--- config.mk ---
export PLATFORM = sky130hd
export DESIGN_NAME = masked_xor_refresh_pipe_flat
export DESIGN_NICKNAME = d
export VERILOG_FILES = /design/src/rtl/masked_xor_refresh_pipe_if.sv /design/src/rtl/masked_xor_refresh_pipe.sv /design/src/flat_wrapper.sv
export SDC_FILE = /design/constraint.sdc
export NUM_CORES = 1
export LEC_CHECK = 0
export BUFFER_PORTS_ARGS = -buffer_cell sky130_fd_sc_hd__buf_2
export CAP_MARGIN = 15
export CORE_MARGIN = 3
export CORE_UTILIZATION = 51
export CTS_BUF_LIST = sky130_fd_sc_hd__clkbuf_4
export DETAILED_ROUTE_END_ITERATION = 8
export PLACE_DENSITY = 0.87
export SLEW_MARGIN = 30
export SYNTH_ARGS = -nofsm -noshare
export SYNTH_HDL_FRONTEND = slang
export SYNTH_SLANG_ARGS = --single-unit
--- constraint.sdc ---
create_clock -name clk -period 5.4 [get_ports clk]
set_input_delay 1.08 -clock clk [delete_from_list [all_inputs] [get_ports clk]]
set_output_delay 1.08 -clock clk [all_outputs]
set_load 0.01 [all_outputs]
--- src/rtl/masked_xor_refresh_pipe_if.sv ---
// Handshake bundle for the masked XOR/refresh pipe: operand, randomness and result channels.
interface masked_xor_refresh_pipe_if #(
    parameter int unsigned NSHARES = 8,
    parameter int unsigned WIDTH   = 8
);
    localparam int unsigned SW = NSHARES * WIDTH;
    localparam int unsigned RW = (NSHARES - 1) * WIDTH;

    logic          in_valid;
    logic          in_ready;
    logic [SW-1:0] x_shares;
    logic [SW-1:0] y_shares;
    logic          rnd_valid;
    logic          rnd_ready;
    logic [RW-1:0] rnd_in;
    logic          out_valid;
    logic          out_ready;
    logic [SW-1:0] z_shares;

    modport master (
        output in_valid, x_shares, y_shares, rnd_valid, rnd_in, out_ready,
        input  in_ready, rnd_ready, out_valid, z_shares
    );

    modport slave (
        input  in_valid, x_shares, y_shares, rnd_valid, rnd_in, out_ready,
        output in_ready, rnd_ready, out_valid, z_shares
    );
endinterface

--- src/rtl/masked_xor_refresh_pipe.sv ---
// Two-stage masked XOR: stage A computes share-wise x^y, stage B optionally re-randomises
// the shares with fresh masks while leaving the recombined value unchanged.
module masked_xor_refresh_pipe #(
    parameter int unsigned NSHARES = 8,
    parameter int unsigned WIDTH   = 8,
    parameter int unsigned REFRESH = 1,
    parameter int unsigned CNT_W   = 16
) (
    input  logic                     clk,
    input  logic                     rst,
    input  logic                     flush,
    masked_xor_refresh_pipe_if.slave bus,
    output logic [CNT_W-1:0]         op_count,
    output logic                     rnd_starve
);
    localparam int unsigned SW      = NSHARES * WIDTH;
    localparam int unsigned LAST_LO = (NSHARES - 1) * WIDTH;
    localparam logic        USE_RND = (REFRESH != 0);

    logic             a_valid_q, a_valid_d;
    logic             b_valid_q, b_valid_d;
    logic [SW-1:0]    a_data_q, a_data_d;
    logic [SW-1:0]    b_data_q, b_data_d;
    logic [CNT_W-1:0] cnt_q, cnt_d;

    logic             b_load;
    logic             rnd_ok;
    logic             a_move;
    logic             in_ready_c;
    logic             in_fire;
    logic             out_fire;
    logic [WIDTH-1:0] r_sum;

    // Handshake decisions; flush blocks new acceptance and mask consumption.
    always_comb begin
        b_load     = !b_valid_q || bus.out_ready;
        rnd_ok     = !USE_RND || bus.rnd_valid;
        a_move     = a_valid_q && b_load && rnd_ok && !flush;
        in_ready_c = !rst && !flush && (!a_valid_q || a_move);
        in_fire    = bus.in_valid && in_ready_c;
        out_fire   = b_valid_q && bus.out_ready;
    end

    // Share-wise XOR for stage A and mask refresh for stage B.
    always_comb begin
        a_data_d = bus.x_shares ^ bus.y_shares;
        b_data_d = a_data_q;
        r_sum    = '0;
        for (int i = 0; i < int'(NSHARES) - 1; i++) begin
            r_sum = r_sum ^ bus.rnd_in[i*WIDTH +: WIDTH];
            if (USE_RND) begin
                b_data_d[i*WIDTH +: WIDTH] = a_data_q[i*WIDTH +: WIDTH] ^ bus.rnd_in[i*WIDTH +: WIDTH];
            end
        end
        // The last share absorbs every mask so the recombined XOR is preserved.
        if (USE_RND) begin
            b_data_d[LAST_LO +: WIDTH] = a_data_q[LAST_LO +: WIDTH] ^ r_sum;
        end
    end

    // Stage occupancy and completed-operation counter next state.
    always_comb begin
        a_valid_d = a_valid_q;
        b_valid_d = b_valid_q;
        cnt_d     = cnt_q;
        if (flush) begin
            a_valid_d = 1'b0;
            b_valid_d = 1'b0;
        end else begin
            if (in_fire) begin
                a_valid_d = 1'b1;
            end else if (a_move) begin
                a_valid_d = 1'b0;
            end
            if (a_move) begin
                b_valid_d = 1'b1;
            end else if (out_fire) begin
                b_valid_d = 1'b0;
            end
        end
        if (out_fire) begin
            cnt_d = cnt_q + CNT_W'(1);
        end
    end

    // Pipeline state registers; reset drops all in-flight data at once.
    always_ff @(posedge clk or posedge rst) begin
        if (rst) begin
            a_valid_q <= 1'b0;
            b_valid_q <= 1'b0;
            a_data_q  <= '0;
            b_data_q  <= '0;
            cnt_q     <= '0;
        end else begin
            a_valid_q <= a_valid_d;
            b_valid_q <= b_valid_d;
            cnt_q     <= cnt_d;
            if (in_fire) begin
                a_data_q <= a_data_d;
            end
            if (a_move) begin
                b_data_q <= b_data_d;
            end
        end
    end

    assign bus.in_ready  = in_ready_c;
    assign bus.rnd_ready = USE_RND && a_move;
    assign bus.out_valid = b_valid_q;
    assign bus.z_shares  = b_data_q;
    assign op_count      = cnt_q;
    assign rnd_starve    = USE_RND && a_valid_q && b_load && !bus.rnd_valid;
endmodule

--- src/flat_wrapper.sv ---
// flat-port wrapper written by rule: the top's interface ports become plain ports
module masked_xor_refresh_pipe_flat 
#(
    parameter int unsigned NSHARES = 8,
    parameter int unsigned WIDTH   = 8,
    parameter int unsigned REFRESH = 1,
    parameter int unsigned CNT_W   = 16
)
  (clk, rst, flush, op_count, rnd_starve, bus_in_valid, bus_x_shares, bus_y_shares, bus_rnd_valid, bus_rnd_in, bus_out_ready, bus_in_ready, bus_rnd_ready, bus_out_valid, bus_z_shares);
  masked_xor_refresh_pipe_if #(.NSHARES(NSHARES), .WIDTH(WIDTH)) bus_i ();
  input  logic clk;
  input  logic rst;
  input  logic flush;
  output logic [CNT_W-1:0] op_count;
  output logic rnd_starve;
  input wire logic [$bits(bus_i.in_valid)-1:0] bus_in_valid;
  input wire logic [$bits(bus_i.x_shares)-1:0] bus_x_shares;
  input wire logic [$bits(bus_i.y_shares)-1:0] bus_y_shares;
  input wire logic [$bits(bus_i.rnd_valid)-1:0] bus_rnd_valid;
  input wire logic [$bits(bus_i.rnd_in)-1:0] bus_rnd_in;
  input wire logic [$bits(bus_i.out_ready)-1:0] bus_out_ready;
  output wire logic [$bits(bus_i.in_ready)-1:0] bus_in_ready;
  output wire logic [$bits(bus_i.rnd_ready)-1:0] bus_rnd_ready;
  output wire logic [$bits(bus_i.out_valid)-1:0] bus_out_valid;
  output wire logic [$bits(bus_i.z_shares)-1:0] bus_z_shares;
  assign bus_i.in_valid = bus_in_valid;
  assign bus_i.x_shares = bus_x_shares;
  assign bus_i.y_shares = bus_y_shares;
  assign bus_i.rnd_valid = bus_rnd_valid;
  assign bus_i.rnd_in = bus_rnd_in;
  assign bus_i.out_ready = bus_out_ready;
  assign bus_in_ready = bus_i.in_ready;
  assign bus_rnd_ready = bus_i.rnd_ready;
  assign bus_out_valid = bus_i.out_valid;
  assign bus_z_shares = bus_i.z_shares;
  masked_xor_refresh_pipe #(.NSHARES(NSHARES), .WIDTH(WIDTH), .REFRESH(REFRESH), .CNT_W(CNT_W)) u_core (.clk(clk), .rst(rst), .flush(flush), .bus(bus_i), .op_count(op_count), .rnd_starve(rnd_starve));
endmodule
==> impl_metrics.py <==
metrics = {
    "outcome": {
        "outcome": "finished clean",
    },
    "timing": {
        "fin_crit_ps": 3020,
        "fin_ws_ps": 2380,
        "finalHoldWorstSlack_ps": 484,
        "fin_skew_ps": 19.7,
        "drv_slew": 0,
        "tightest_slew_ps": 976,
        "rsz0062_at_grt": "false",
        "finalCritPeriodShare_pct": 55.9,
        "hold_viol": 0,
        "final.setup.tns_ps": 0,
        "max_slew_margin_pct": 35.0,
        "fmax_mhz": 331,
        "setup_viol": 0,
    },
    "routing": {
        "drcViolationCount": 0,
        "firstDrtPassIters": 4,
        "routed_wl_um": 16700,
        "via_per_inst": 4.87,
        "dr_total_vias": 5139,
        "antenna_left": 0,
        "drt-initial-drc-count": 264,
        "wl_per_cell_um": 15.8,
    },
    "cts": {
        "holdBufCountCts": 0,
        "clock_latency_ps": 550,
        "cts_resized": 0,
        "root_buffer": "clkbuf_4",
        "cts.sinks": 146,
        "clock_path_buffers": 2,
        "cts_tree": "yes",
        "cts_buffers": 17,
        "clk_pin_slew_ps": 120,
        "post_cts_buffers": 0,
        "cts-htree-levels": 4,
    },
    "global_routing": {
        "grt_usage_pct": 21.6,
        "gr-total-overflow": 0,
        "grt_pass1_wl_um": 26900,
        "antenna_found_initial": 1,
        "grt_pass1_vias": 5409,
        "grt_max_degree": 104,
    },
    "place": {
        "dpl.cell_count": 1021,
        "io_buffers": 273,
        "place_ws_ps": 1960,
        "gp_congestion": 0.812,
        "place_hpwl_um": 12900,
    },
    "job": {
        "max_cap_viol_count": 0,
    },
    "die": {
        "die_h_um": 125,
        "start_util_pct": 53.5,
        "dieArea_um2": 15700,
        "ios": 274,
        "die_w_um": 125,
        "coreArea_um2": 13600,
        "fp-row-count": 42,
    },
    "power_and_ir_drop": {
        "peakVddDrop_mv": 0.185,
        "power_leakage_nw": 4.64,
        "power_density_nw_per_um2": 381,
    },
    "synth": {
        "yosysSeqAreaShare_pct": 50.4,
        "syn_nets": 780,
        "synth.area.mux_share_pct": 13.2,
        "synth-simple-area-share_pct": 5.58,
        "synthTopCellsByArea": "dfrtp_1 50%, xnor2_1 15%, mux2_4 12%",
        "synth_compound_area_share_pct": 4.85,
        "synth_top_area_cell": "dfrtp_1",
        "post_synth_num_cell_types": 24,
        "ys_ff_latch": 146,
        "synthAdderAreaFrac_pct": 0.173,
        "ys_warn_count": 0,
        "syn_area_um2": 7250,
        "synth-xor-area-share_pct": 23.1,
        "synth.top_cell.area_share_pct": 50.4,
        "synth_cells": 589,
        "syn_avg_cell_area_um2": 12.3,
        "synth_top_family_by_area": "XOR/XNOR gates",
    },
    "final_layout": {
        "area_delta_synth_final_pct": 25.0,
        "final_cell_count_no_fill": 1055,
        "fillers": 1040,
        "layout_commonest_cell": "buf_2",
        "layout_common_cells": "273 x buf_2, 146 x dfrtp_1, 125 x xnor2_1, 68 x nand2_1, 66 x xor2_1",
        "drive_gt1_share_pct": 42.9,
        "multi_input_area_um2": 3400,
        "seqCellArea_um2": 3650,
        "fin_nets": 1056,
    },
    "critical_path": {
        "critPathArrivalTime_ps": 1940,
        "rrSetupSlack_ps": 2820,
        "end_kind": "output pin",
        "startpoint_type": "input pin",
        "worstSetupPathType": "in2out",
        "worstPathMaxFanout": 29,
        "cp.required_ps": 4320,
    },
    "hold_path": {
        "hp-class": "reg2reg",
    },
}
synth_stat cells (all sizes together):
cell    number
inv          3
and3         4
a2111o       1
nand2b       1
ha           1
o21ai       65
nand4        3
a22oi        1
nand3       10
nand2       69
nor3         1
and2         1
mux2        65
a211oi       1
buf          7
clkbuf      14
nand4b       1
dfrtp      146
nor2         4
xnor2      125
xor2        66
power by group:
group,switching (mW),internal (mW)
clock,0.398,0.410
combinational,0.488,0.567
sequential,0.194,1.40
stage by stage:
step                      total power [mW]  area, um^2  util (%)
after floorplan                       2.24        7250         -
after global placement                2.63        8690      64.1
after detailed placement              2.68        8690      64.1
after CTS                             3.49        9030      66.6
after global routing                  3.67        9060      66.8
final                                 3.45        9060      66.8
metal layers:
metal | track usage, % | vias to the layer above | routed length (um) | share of wire, %
li1 | - | 2489 | - | -
met1 | 27.3 | 2456 | 6780 | 41
met2 | 36.4 | 174 | 8550 | 51
met3 | 5.71 | 20 | 1080 | 6.5
met4 | 6.70 | 0 | 251 | 1.5
met5 | 0 | - | 0 | 0
state kept, by name, summed over array words and instances, names as in the netlist:
register and cells:
u_core.a_valid_q 1, u_core.bus.z_shares 64, u_core.bus.out_valid 1, u_core.op_count 16, u_core.a_data_q 64
logic make-up (layout without fill, tap and decap cells):
kind of cell / after synthesis / count (layout)
XOR/XNOR: 191 / 191
flip-flops: 146 / 146
AND/OR/NAND/NOR: 94 / 94
AO/OA/AOI/OAI: 68 / 68
multiplexers: 65 / 65
buffers and inverters: 24 / 313
adder cells (fa/ha/maj): 1 / 1
other: 0 / 1
worst max-delay path: stages:
cell and delay, ps:
buf_2 110, nand2b_4 150, nand4b_1 90, buf_4 290
inv_1 70, buf_2 140
final cells by class:
class	instances	area share, %
multi-input combinational	419	37.5
clock buffer	17	1.41
clock inverter	15	2.35
sequential	146	40.3
antenna	1	0.0276
tap	176	2.43
timing repair buffer	278	15.7
inverter	3	0.180
final timing paths:
path,startpoint,end,cells past startpoint
worst max-delay path,bus_out_ready,bus_rnd_ready,6
worst min-delay path,u_core.op_count[15],u_core.op_count[15],1
worst max register to register,u_core.bus.out_valid,u_core.a_data_q[23],5
worst min register to register,u_core.op_count[15],u_core.op_count[15],1
max in group asynchronous,rst,u_core.bus.z_shares[15],3
min in group asynchronous,rst,u_core.bus.z_shares[59],2
No activity file was read; power rests on OpenSTA's default activity.
